==> config.mk <==
export PLATFORM = sky130hd
export DESIGN_NAME = hand_datapath
export DESIGN_NICKNAME = d
export VERILOG_FILES = /design/src/rtl/baccarat_pkg.sv /design/src/rtl/hand_score.sv /design/src/rtl/hand_datapath.sv
export SDC_FILE = /design/constraint.sdc
export NUM_CORES = 1
export LEC_CHECK = 0
export BUFFER_PORTS_ARGS = -buffer_cell sky130_fd_sc_hd__buf_2
export CORE_ASPECT_RATIO = 0.7
export CORE_UTILIZATION = 55
export DETAILED_ROUTE_END_ITERATION = 6
export PLACE_DENSITY = 0.79
export SYNTH_ARGS = -nofsm -noshare
export SYNTH_HDL_FRONTEND = slang
export SYNTH_HIERARCHICAL = 1
export SYNTH_SLANG_ARGS = --single-unit
==> constraint.sdc <==
create_clock -name slow_clock -period 5.25 [get_ports slow_clock]
set_input_delay 1.05 -clock slow_clock [delete_from_list [all_inputs] [get_ports slow_clock]]
set_output_delay 1.05 -clock slow_clock [all_outputs]
set_load 0.01 [all_outputs]
==> src/rtl/baccarat_pkg.sv <==
// Shared baccarat types and helpers: card encoding and card-to-value mapping.
package baccarat_pkg;

    typedef logic [3:0] card_t;

    localparam card_t CARD_EMPTY = 4'd0;
    localparam card_t CARD_KING  = 4'd13;

    // Baccarat point value: A..9 count face value, 10/J/Q/K and empty count 0.
    function automatic logic [3:0] card_value(input card_t c);
        if (c >= 4'd1 && c <= 4'd9)
            return c;
        else
            return 4'd0;
    endfunction

endpackage

==> src/rtl/hand_score.sv <==
// Combinational hand score: sum of three card values modulo 10.
module hand_score
    import baccarat_pkg::*;
(
    input  card_t       card1,
    input  card_t       card2,
    input  card_t       card3,
    output logic [3:0]  score
);

    logic [4:0] sum;
    logic [4:0] sum_mod;

    // Max sum is 27, so 5 bits hold it without overflow.
    always_comb begin
        sum     = {1'b0, card_value(card1)} + {1'b0, card_value(card2)}
                + {1'b0, card_value(card3)};
        sum_mod = sum % 5'd10;
        score   = sum_mod[3:0];
    end

endmodule

==> src/rtl/hand_datapath.sv <==
// Card-holding datapath: six card registers, two hand scorers and
// saturating win/loss/tie tallies sampled once per completed round.
module hand_datapath
    import baccarat_pkg::*;
#(
    parameter int TALLY_W = 8
) (
    input  logic               slow_clock,
    input  logic               reset,
    input  logic [3:0]         new_card,
    input  logic               load_pcard1,
    input  logic               load_pcard2,
    input  logic               load_pcard3,
    input  logic               load_dcard1,
    input  logic               load_dcard2,
    input  logic               load_dcard3,
    input  logic               new_round,
    input  logic               player_win_light,
    input  logic               dealer_win_light,
    output logic [3:0]         pcard1,
    output logic [3:0]         pcard2,
    output logic [3:0]         pcard3,
    output logic [3:0]         dcard1,
    output logic [3:0]         dcard2,
    output logic [3:0]         dcard3,
    output logic [3:0]         pscore,
    output logic [3:0]         dscore,
    output logic [TALLY_W-1:0] player_tally,
    output logic [TALLY_W-1:0] dealer_tally,
    output logic [TALLY_W-1:0] tie_tally
);

    localparam logic [TALLY_W-1:0] TALLY_ONE = {{(TALLY_W-1){1'b0}}, 1'b1};
    localparam logic [TALLY_W-1:0] TALLY_MAX = {TALLY_W{1'b1}};

    // Index order: player 1..3, then dealer 1..3.
    card_t      card_q [6];
    card_t      card_d [6];
    logic [5:0] load;
    card_t      card_in;

    logic [1:0]         lights;
    logic [1:0]         prev_result_q, prev_result_d;
    logic               round_done;
    logic [TALLY_W-1:0] player_q, player_d;
    logic [TALLY_W-1:0] dealer_q, dealer_d;
    logic [TALLY_W-1:0] tie_q, tie_d;

    assign load   = {load_dcard3, load_dcard2, load_dcard1,
                     load_pcard3, load_pcard2, load_pcard1};
    assign lights = {player_win_light, dealer_win_light};

    // Sanitize the incoming card; out-of-range codes are stored as empty.
    always_comb begin
        card_in = CARD_EMPTY;
        if (new_card >= 4'd1 && new_card <= CARD_KING)
            card_in = new_card;
    end

    // Next card state: new_round clears everything and beats any load.
    always_comb begin
        for (int i = 0; i < 6; i++) begin
            card_d[i] = card_q[i];
            if (new_round)
                card_d[i] = CARD_EMPTY;
            else if (load[i])
                card_d[i] = card_in;
        end
    end

    // Card register bank.
    always_ff @(posedge slow_clock or posedge reset) begin
        if (reset) begin
            for (int i = 0; i < 6; i++) card_q[i] <= CARD_EMPTY;
        end else begin
            for (int i = 0; i < 6; i++) card_q[i] <= card_d[i];
        end
    end

    // Round completion on the 00 -> non-zero light transition; saturating counts.
    always_comb begin
        round_done    = (prev_result_q == 2'b00) && (lights != 2'b00);
        prev_result_d = new_round ? 2'b00 : lights;
        player_d      = player_q;
        dealer_d      = dealer_q;
        tie_d         = tie_q;
        if (round_done) begin
            case (lights)
                2'b10:   if (player_q != TALLY_MAX) player_d = player_q + TALLY_ONE;
                2'b01:   if (dealer_q != TALLY_MAX) dealer_d = dealer_q + TALLY_ONE;
                2'b11:   if (tie_q    != TALLY_MAX) tie_d    = tie_q    + TALLY_ONE;
                default: ;
            endcase
        end
    end

    // Edge detector and tally registers.
    always_ff @(posedge slow_clock or posedge reset) begin
        if (reset) begin
            prev_result_q <= 2'b00;
            player_q      <= '0;
            dealer_q      <= '0;
            tie_q         <= '0;
        end else begin
            prev_result_q <= prev_result_d;
            player_q      <= player_d;
            dealer_q      <= dealer_d;
            tie_q         <= tie_d;
        end
    end

    hand_score u_pscore (
        .card1 (card_q[0]),
        .card2 (card_q[1]),
        .card3 (card_q[2]),
        .score (pscore)
    );

    hand_score u_dscore (
        .card1 (card_q[3]),
        .card2 (card_q[4]),
        .card3 (card_q[5]),
        .score (dscore)
    );

    assign pcard1       = card_q[0];
    assign pcard2       = card_q[1];
    assign pcard3       = card_q[2];
    assign dcard1       = card_q[3];
    assign dcard2       = card_q[4];
    assign dcard3       = card_q[5];
    assign player_tally = player_q;
    assign dealer_tally = dealer_q;
    assign tie_tally    = tie_q;

endmodule

# After elaboration in Yosys (flattened, before gate mapping)
# Cells that the tools add are included.
# totals
register_bits	50
in_bits	15
out_inout_bits	56
word_cells	78
# op_classes
addsub	7
div	2
order_cmp	14
n_eq_ne	6
n_mux	20
n_reduce_logical	19
# ops
op	n
4-bit 2-to-1 mux	19
4-bit by 1-bit >= comparator with 1-bit output (second input constant)	7
4-bit <= comparator (second input constant)	7
8-bit by 1-bit adder with 8-bit output (second input constant)	3
8-bit inequality test (second input constant)	3
2-bit nonzero test	7
4-bit by 4-bit adder with 5-bit output	2
5-bit by 4-bit adder with 5-bit output	2
5-bit by 4-bit remainder unit with 5-bit output (second input constant)	2
3-bit AND reduction	3
1-bit logical AND	8
2-bit == test (second input constant)	2
2-bit by 1-bit == test with 1-bit output (second input constant)	1
2-bit logical NOT	1
2-bit 2-to-1 mux	1

# Logic depth before layout (Yosys ltp)
# Gate-level depths: netlist (run 1).
# logic_depth
ltp_word	6
mapped_depth	16
ltp_nobuf	16

# Modules after synthesis
# Netlist (run 1), hierarchy kept.
# modules_own_cells
mod	instances	cells_each	area_each_um2	seq_area_each_um2
hand_datapath	1	202	2240.9	1251.2
hand_score (u_dscore)	1	63	480.5	0.0
hand_score (u_pscore)	1	60	439.2	0.0

# Least setup slack after synthesis (run 1)
# OpenSTA, ideal clock, no wires.
# synth_path
kind	register -> output
startpoint	register card_q, in the netlist dcard1[3]
endpoint	output dscore[2]
t_arrival_ps	3848
required_time_ps	4200
path_slack_ps	352
path_stages_with_launch	16
cell_sequence	dfrtp_1 -> o21ai_0 -> and2_1 -> fa_1 -> ha_1 -> fa_1 -> xor2_1 -> inv_1 -> ha_1 -> o22ai_1 -> xnor2_1 -> ha_1 -> o31a_1 -> or3_4 -> a21oi_2 -> mux2i_1
# synth_via
elab_chain_cells	6
word_cells_on_any_way	7
classes_between	2 x add/sub; 1 x div; 2 x order compare; 1 x mux; 1 x reduce/logical
# synth_lines
element	line	rtl
from (decl)	hand_datapath.sv:37	card_t card_q [6];
4-bit by 1-bit >= comparator with 1-bit output / 4-bit <= comparator (equally long branches)	baccarat_pkg.sv:11	if (c >= 4'd1 && c <= 4'd9)
1-bit logical AND	baccarat_pkg.sv:11	
4-bit 2-to-1 mux *	baccarat_pkg.sv:11	
4-bit by 4-bit adder with 5-bit output *	hand_score.sv:16	sum = {1'b0, card_value(card1)} + {1'b0, card_value(card2)}
5-bit by 4-bit adder with 5-bit output *	hand_score.sv:17	+ {1'b0, card_value(card3)};
5-bit by 4-bit remainder unit with 5-bit output *	hand_score.sv:18	sum_mod = sum % 5'd10;
to (decl)	hand_datapath.sv:27	output logic [3:0] dscore,
# Every way passes the cells marked *; elsewhere a longest branch is shown, timed or not.

# Final worst setup path (run 1)
# layout_path
startpoint	register card_q, in the netlist dcard2[3]
endpoint	output dscore[2]
# The elaborated chain is that of the path after synthesis.

==> out/metrics.yaml, run 1 <==
sta:
  post-route-min-period_ns: 5.09
  setup_violations: 0
  relSlewSlack_pct: 26.7
  timing.fmax_mhz: 197
  timing.final.crit_share_pct: 96.9
  fin_ws_ns: 0.161
  final_hold_viol_count: 0
  worst_tran_pin_value_ns: 1.09
  number_of_max_slew_violations_in_the_final_report: 0
  unrepaired_setup_endpoints_after_global_routing: "no"
  setup_tns_ns: 0
  clock_skew_ns: 0.00937
worst_setup_path:
  crit_required_ns: 4.20
  worst_r2r_src: "prev_result_q[1]"
  worst-r2r-setup-slack_ns: 3.67
  timing.reg2reg.worst_path_depth: 4
  critPathLaunchType: "register"
  critical_path_cell_by_cell: "o21ai_0, and2_1, fa_1, ha_2, fa_2, xor2_2, inv_2, ha_2, o22ai_4, xnor2_2, ha_2, o31a_1, or3_4, a21oi_4, mux2i_1, buf_2"
  timing.critical_path.slowest_cell_delay_ns: 0.42
  cp_data_arrival_time_ns: 4.04
  cp_max_fo: 5
  slowest_stage: "sky130_fd_sc_hd__dfrtp_1"
  critical_path.reg2reg.endpoint: "dealer_tally[5]"
  crit_path_frequent_cell: "sky130_fd_sc_hd__ha_2"
  critical_path.endpoint_type: "output pin"
  critPathKind: "register to output pin"
global_routing:
  grt_antenna_before_repair: 0
  grt-ovfl-total: 0
  grt_first_pass_wirelength_um: 11500
  pin_count_of_the_biggest_net_entering_global_routing: 51
  first_global_vias: 2492
  global_route.usage.total_pct: 24.2
synth:
  yosys.cell_types.count: 51
  synth.net_count: 365
  synth.avg_cell_area_um2: 9.72
  ys_seq_area_share_pct: 39.6
  yosysWarningCount: 6
  ys_dominant_reg_cell: "sky130_fd_sc_hd__dfrtp_1"
  synth_edf_count: 0
  synth_seq_cells: 50
  syn-instance-count: 325
  synth_area_um2: 3160
  synthArstFlopShare_pct: 100
clock_tree:
  cts-root-to-sink-buffers: 2
  clk_pin_slew_worst_paths_ns: 0.09
  clock-root-buffer: "sky130_fd_sc_hd__clkbuf_8"
  worstSkewPairLatency_ns: 0.30
  cts_buffer_count: 5
  clock_tree_from_tritoncts: "done"
  clock-sinks: 50
  htree_num_levels: 2
placement:
  placed_area_um2: 3590
  dp_worst_setup_slack_ns: 0.0818
  buffer_ports.inserted: 70
  gp_congestion: 0.824
  post-dp-hpwl_um: 5170
flow_run:
  max_capacitance_violation_total: 0
floorplanning:
  top_level_ports: 71
  floorplan.initialDensity_pct: 58.6
  std_cell_rows: 22
  core_region_area_um2: 5400
  die_height_um: 65.4
  chipWidth_um: 92.6
  dieArea_um2: 6060
finish:
  antenna_cells_inserted: 0
  nNetsFinal: 444
  final_common_cell: "sky130_fd_sc_hd__buf_2"
  drive_gt1_share_pct: 26.7
  layout-area-overhead-vs-synth_pct: 19.8
  finish.instance_area_um2: 3780
  num-fill-cells: 421
  layout.cells.most_common_list: "70 x sky130_fd_sc_hd__buf_2, 50 x sky130_fd_sc_hd__dfrtp_1, 30 x sky130_fd_sc_hd__nand2_1"
pwr:
  power.total_w: 0.00123
  power_density_nw_per_um2: 324
  vdd_ir_drop_max_uv: 239
  power.leakage_nw: 1.90
hold_path:
  worst_hold_path_type: "register to register"
  hp-start: "player_tally[0]"
  hold-path-cell-count: 1
  whs_endpoint: "player_tally[0]"
routing:
  detail-route-antenna-nets: 0
  vias_per_cell: 5.63
  dr_total_vias: 2686
  remaining_drc_errors: 0
  drt_wl_total_um: 6930
  post_drt_wl_per_cell_um: 14.5
  number_of_detailed_routing_iterations_run_before_antenna_repair: 4
  starting_drc_count_in_detailed_routing: 138
outcome:
  outcome: "complete, no violations"
[metrics by stage]
step	instances	util [%]	hold WS, ns
global placement	464	66.5	0.506
CTS	477	69.4	0.540
detailed placement	464	66.5	0.520
finish	477	70.2	0.537
floorplan	325	-	0.543
global route	477	70.2	0.560
[flip-flops by register name, indices dropped and copies added (netlist names)]
signal and count:
pcard1 4, tie_tally 8, dcard3 4, pcard3 4, prev_result_q 2, pcard2 4
dcard1 4, dealer_tally 8, dcard2 4, player_tally 8
[worst max path at each step]
stage,cells after the start,from,to,slack (ns)
2_1_floorplan,15,dcard1[3],dscore[2],0.35
3_3_place_gp,16,dcard1[3],dscore[2],0.23
3_5_place_dp,16,dcard1[3],dscore[2],0.08
4_1_cts,16,dcard1[3],dscore[2],0.04
5_1_grt,16,pcard1[1],pscore[1],0.006
6_report,16,dcard2[3],dscore[2],0.16
[where the power goes]
part	switching, W	total [W]	internal [W]
sequential	0.0000928	0.000549	0.000456
combinational	0.000241	0.000450	0.000209
clock	0.000132	0.000228	0.0000963
total	0.000466	0.00123	0.000761
[area by class of cell]
type / instances / area (um2) / share of cell area [%]
clock buffer: 5 / 68.8 / 1.82
clock inverter: 3 / 25.0 / 0.661
inverter: 21 / 78.8 / 2.08
multi-input combinational: 251 / 1880 / 49.8
sequential: 50 / 1250 / 33.1
tap: 72 / 90.1 / 2.38
timing repair buffer: 75 / 388 / 10.2
[cells in the mapped netlist, types with 3 or more instances]
| master | n | share of area [%] |
|---|---|---|
| sky130_fd_sc_hd__dfrtp_1 | 50 | 40 |
| sky130_fd_sc_hd__o21ai_0 | 22 | 3.5 |
| sky130_fd_sc_hd__nand3_1 | 12 | 1.9 |
| sky130_fd_sc_hd__mux2_1 | 4 | 1.4 |
| sky130_fd_sc_hd__o21ai_1 | 3 | 0.47 |
| sky130_fd_sc_hd__and2_1 | 8 | 1.6 |
| sky130_fd_sc_hd__nor2_1 | 20 | 2.4 |
| sky130_fd_sc_hd__a21oi_1 | 10 | 1.6 |
| sky130_fd_sc_hd__ha_1 | 15 | 5.9 |
| sky130_fd_sc_hd__a31oi_1 | 8 | 1.6 |
| sky130_fd_sc_hd__and4_1 | 3 | 0.83 |
| sky130_fd_sc_hd__a41oi_1 | 3 | 0.83 |
| sky130_fd_sc_hd__nand2b_1 | 18 | 3.6 |
| sky130_fd_sc_hd__a22o_1 | 11 | 3.0 |
| sky130_fd_sc_hd__inv_1 | 21 | 2.5 |
| sky130_fd_sc_hd__nand2_1 | 30 | 3.6 |
| sky130_fd_sc_hd__a211oi_1 | 4 | 0.95 |
| sky130_fd_sc_hd__xnor2_1 | 11 | 3.0 |
| sky130_fd_sc_hd__nor2b_1 | 17 | 3.4 |
| sky130_fd_sc_hd__and3_1 | 8 | 1.6 |
| sky130_fd_sc_hd__mux2i_1 | 3 | 0.95 |
| sky130_fd_sc_hd__fa_1 | 10 | 6.3 |
[critical path, delay by kind of cell, from the launching register on]
| kind | cells | cell delay, ns |
|---|---|---|
| AO/OA/AOI/OAI | 4 | 0.76 |
| XOR/XNOR | 2 | 0.28 |
| adder cells (fa/ha/maj) | 5 | 1.35 |
| buffers and inverters | 2 | 0.22 |
| flip-flops | 1 | 0.42 |
| multiplexers | 1 | 0.19 |
| AND/OR/NAND/NOR | 2 | 0.53 |
[kinds of logic (layout without fill, tap and decap cells)]
| logic type | Yosys count | count (layout) | synth area share [%] |
|---|---|---|---|
| xor+xnor | 13 | 13 | 3.84 |
| fa+ha+maj | 25 | 25 | 12.3 |
| buf+inv | 24 | 104 | 2.89 |
| simple gates | 130 | 130 | 22.9 |
| compound gates | 73 | 73 | 15.0 |
| mux | 10 | 10 | 3.56 |
| flops | 50 | 50 | 39.6 |
[routing by layer]
layer / share of wire [%] / GRT usage [%] / wire [um]
met5: 0 / 0 / 0
met3: 4.5 / 4.28 / 312
met4: 0.49 / 5.86 / 34
met1: 48 / 32.8 / 3310
met2: 47 / 40.9 / 3270
[repair_timing]
item,4_1_cts,5_1_grt
gates resized for setup,5,11
endpoints found under the setup margin,3,3
hold buffers,0,0
pin swaps,1,1
setup buffers,5,0
Power figures use the tool's default switching activity.
==> run 2, diff against run 1 <==
--- a/config.mk
+++ b/config.mk
@@ -7,8 +7,10 @@
 export LEC_CHECK = 0
 export BUFFER_PORTS_ARGS = -buffer_cell sky130_fd_sc_hd__buf_2
 export CORE_ASPECT_RATIO = 0.7
+export CORE_MARGIN = 10
 export CORE_UTILIZATION = 55
 export DETAILED_ROUTE_END_ITERATION = 6
+export MAX_ROUTING_LAYER = met4
 export PLACE_DENSITY = 0.79
 export SYNTH_ARGS = -nofsm -noshare
 export SYNTH_HDL_FRONTEND = slang
==> constraint.sdc (replaced) <==
create_clock -name slow_clock -period 6.3 [get_ports slow_clock]
set_input_delay 1.26 -clock slow_clock [delete_from_list [all_inputs] [get_ports slow_clock]]
set_output_delay 1.26 -clock slow_clock [all_outputs]
set_load 0.01 [all_outputs]
==> run 2 against run 1 <==
Via count fell by 1.9%. Total power down 15%. Global-route usage shrank 8.1 points. Routed wire length grew 6.9%. Setup slack improved by 0.43 ns. Utilization shrank 1.6 points. Register-to-register slack better by 1.0 ns. Die area rose by 52%. Hold slack lost 0.013 ns. Critical endpoint unchanged. Largest cell class unchanged.
==> out/metrics.yaml, run 2 (synthesis gave the netlist of run 1 again) <==
outcome:
  outcome: "complete, no violations"
clock_tree:
  clk_pin_slew_worst_paths_ns: 0.09  # about the same
  worstSkewPairLatency_ns: 0.30  # about the same
  clock-root-buffer: "sky130_fd_sc_hd__clkbuf_8"
  htree_num_levels: 2  # unchanged
  cts-root-to-sink-buffers: 2  # unchanged
  postcts_setup_bufs: 0  # -5
  clock_tree_from_tritoncts: "done"
  cts_buffer_count: 5  # unchanged
  postcts_resize_cnt: 0  # -5
  clock-sinks: 50  # unchanged
  ctsHoldBuffers: 0  # unchanged
worst_setup_path:
  worst_r2r_src: "prev_result_q[1]"
  slowest_stage: "sky130_fd_sc_hd__dfrtp_1"
  timing.critical_path.slowest_cell_delay_ns: 0.44  # +0.02 ns
  critPathKind: "register to output pin"
  crit_start: "dcard2[3]"
  critPathLaunchType: "register"
  worst-r2r-setup-slack_ns: 4.70  # +1.03 ns
  critical_path_cell_by_cell: "o21ai_0, and2_1, fa_1, ha_1, fa_1, xor2_1, inv_1, ha_1, o22ai_1, xnor2_1, ha_1, o31a_1, or3_4, a21oi_2, mux2i_1, buf_2"
  critical_path.reg2reg.endpoint: "dealer_tally[5]"
  crit_path_end: "dscore[2]"
  crit_required_ns: 5.04  # +0.84 ns
  timing.reg2reg.worst_path_depth: 4  # unchanged
  crit_path_frequent_cell: "sky130_fd_sc_hd__ha_1"
  cp_data_arrival_time_ns: 4.45  # +0.41 ns
  critical_path.endpoint_type: "output pin"
  cp_max_fo: 6  # +1
pwr:
  power.total_w: 0.00104  # -15%
  switching_share_pct: 36.4  # -1.6 points
  power.share.clock_pct: 21.2  # +2.6 points
  internal_power_w: 0.000662  # -13%
  vdd_ir_drop_max_uv: 209  # -13%
  comb_power_share_pct: 35.0  # -1.6 points
  p_seq_share_pct: 43.8  # -0.9 points
  power_density_nw_per_um2: 281  # -13%
  p_sw_w: 0.000378  # -19%
  power.leakage_nw: 1.88  # -0.99%
finish:
  final_common_cell: "sky130_fd_sc_hd__buf_2"
  layout-area-overhead-vs-synth_pct: 16.9
  layout.cells.most_common_list: "70 x sky130_fd_sc_hd__buf_2, 50 x sky130_fd_sc_hd__dfrtp_1, 30 x sky130_fd_sc_hd__nand2_1"
  drive_gt1_share_pct: 22.6  # -4.1 points
  antenna_cells_inserted: 0  # unchanged
  nNetsFinal: 439  # -1.1%
sta:
  final_hold_viol_count: 0  # unchanged
  clock_skew_ns: 0.00393  # -0.00544 ns
  fin_worst_hold_slack_ns: 0.524  # -0.0129 ns
  unrepaired_setup_endpoints_after_global_routing: "no"
  number_of_max_slew_violations_in_the_final_report: 0  # unchanged
  setup_tns_ns: 0  # unchanged
  timing.fmax_mhz: 175
  worst_tran_pin_value_ns: 1.06  # -0.0343 ns
  relSlewSlack_pct: 29.1  # +2.4 points
  setup_violations: 0  # unchanged
  post-route-min-period_ns: 5.71
  timing.final.crit_share_pct: 90.7
hold_path:
  worst_hold_path_type: "register to register"
  hp-start: "player_tally[0]"
routing:
  post_drt_wl_per_cell_um: 15.7  # +8.2%
  dr_total_vias: 2635  # -1.9%
  vias_per_cell: 5.59  # -0.65%
  number_of_detailed_routing_iterations_run_before_antenna_repair: 4  # unchanged
  detail-route-antenna-nets: 0  # unchanged
  remaining_drc_errors: 0  # unchanged
  starting_drc_count_in_detailed_routing: 87  # -37%
  drt_wl_total_um: 7400  # +6.9%
global_routing:
  first_global_vias: 2580  # +3.5%
  global_route.usage.total_pct: 16.2  # -8.1 points
  pin_count_of_the_biggest_net_entering_global_routing: 51  # unchanged
  grt_antenna_before_repair: 0  # unchanged
  grt_first_pass_wirelength_um: 12500  # +8.5%
  grt-ovfl-total: 0  # unchanged
floorplanning:
  dieArea_um2: 9230  # +52%
  std_cell_rows: 22  # unchanged
  core_region_area_um2: 5400  # unchanged
  floorplan.initialDensity_pct: 58.6  # unchanged
  chipWidth_um: 111  # +19%
  die_height_um: 83.4  # +28%
  top_level_ports: 71  # unchanged
placement:
  gp_congestion: 0.893  # +8.4%
  buffer_ports.inserted: 70  # unchanged
  post-dp-hpwl_um: 5850  # +13%
flow_run:
  max_capacitance_violation_total: 0  # unchanged
## run 2: cell count changes in the layout (fill, tap and decap cells not counted), sizes merged
cell | previous run | this run
buf | 75 | 70
inv | 22 | 21
bufinv | 0 | 1
clkinvlp | 1 | 0
## run 2: layout make-up
| cell class | count | area [um2] |
|---|---|---|
| Timing Repair Buffer | 70 | 350 |
| Clock buffer | 5 | 68.8 |
| Tap cell | 72 | 90.1 |
| Clock inverter | 2 | 38.8 |
| Fill cell | 432 | 1700 |
| Multi-Input combinational cell | 251 | 1820 |
| Sequential cell | 50 | 1250 |
| Inverter | 21 | 78.8 |
## run 2: worst min-delay path by stage
stage / endpoint / slack [ns] / cells after the start
3_3_place_gp: tie_tally[0] / 0.51 / 1
6_report: player_tally[0] / 0.52 / 1
4_1_cts: player_tally[0] / 0.53 / 1
3_5_place_dp: tie_tally[0] / 0.51 / 1
5_1_grt: dealer_tally[0] / 0.56 / 1
2_1_floorplan: tie_tally[0] / 0.54 / 1
## run 2: power by group through the flow
stage / Combinational [W] / Sequential, W / Clock (W)
detailed placement: 0.000369 / 0.000459 / 0
global route: 0.000408 / 0.000470 / 0.000241
global placement: 0.000359 / 0.000457 / 0
finish: 0.000364 / 0.000456 / 0.000220
floorplan: 0.000207 / 0.000475 / 0
CTS: 0.000370 / 0.000455 / 0.000226
## run 2: critical path: cells and delay by family (launching register included)
family / cells / cell delay [ns]
flops: 1 / 0.44
xor+xnor: 2 / 0.39
fa+ha+maj: 5 / 1.49
compound gates: 4 / 0.83
buf+inv: 2 / 0.29
mux: 1 / 0.19
simple gates: 2 / 0.52
## run 2: layer usage
layer	track usage [%]	share of wire [%]	vias up
li1	-	-	1287
met1	21.5	50	1277
met2	24.4	44	62
met3	3.66	4.2	9
met4	3.86	0.95	0
met5	-	0	-
## run 2: through the flow
step / std cells / setup WS (ns) / cell area [um2] / util, %
floorplan: 325 / 1.19 / 3160 / -
global placement: 464 / 1.08 / 3590 / 66.5
detailed placement: 464 / 0.960 / 3590 / 66.5
CTS: 471 / 0.594 / 3700 / 68.5
global route: 471 / 0.311 / 3700 / 68.5
finish: 471 / 0.588 / 3700 / 68.5
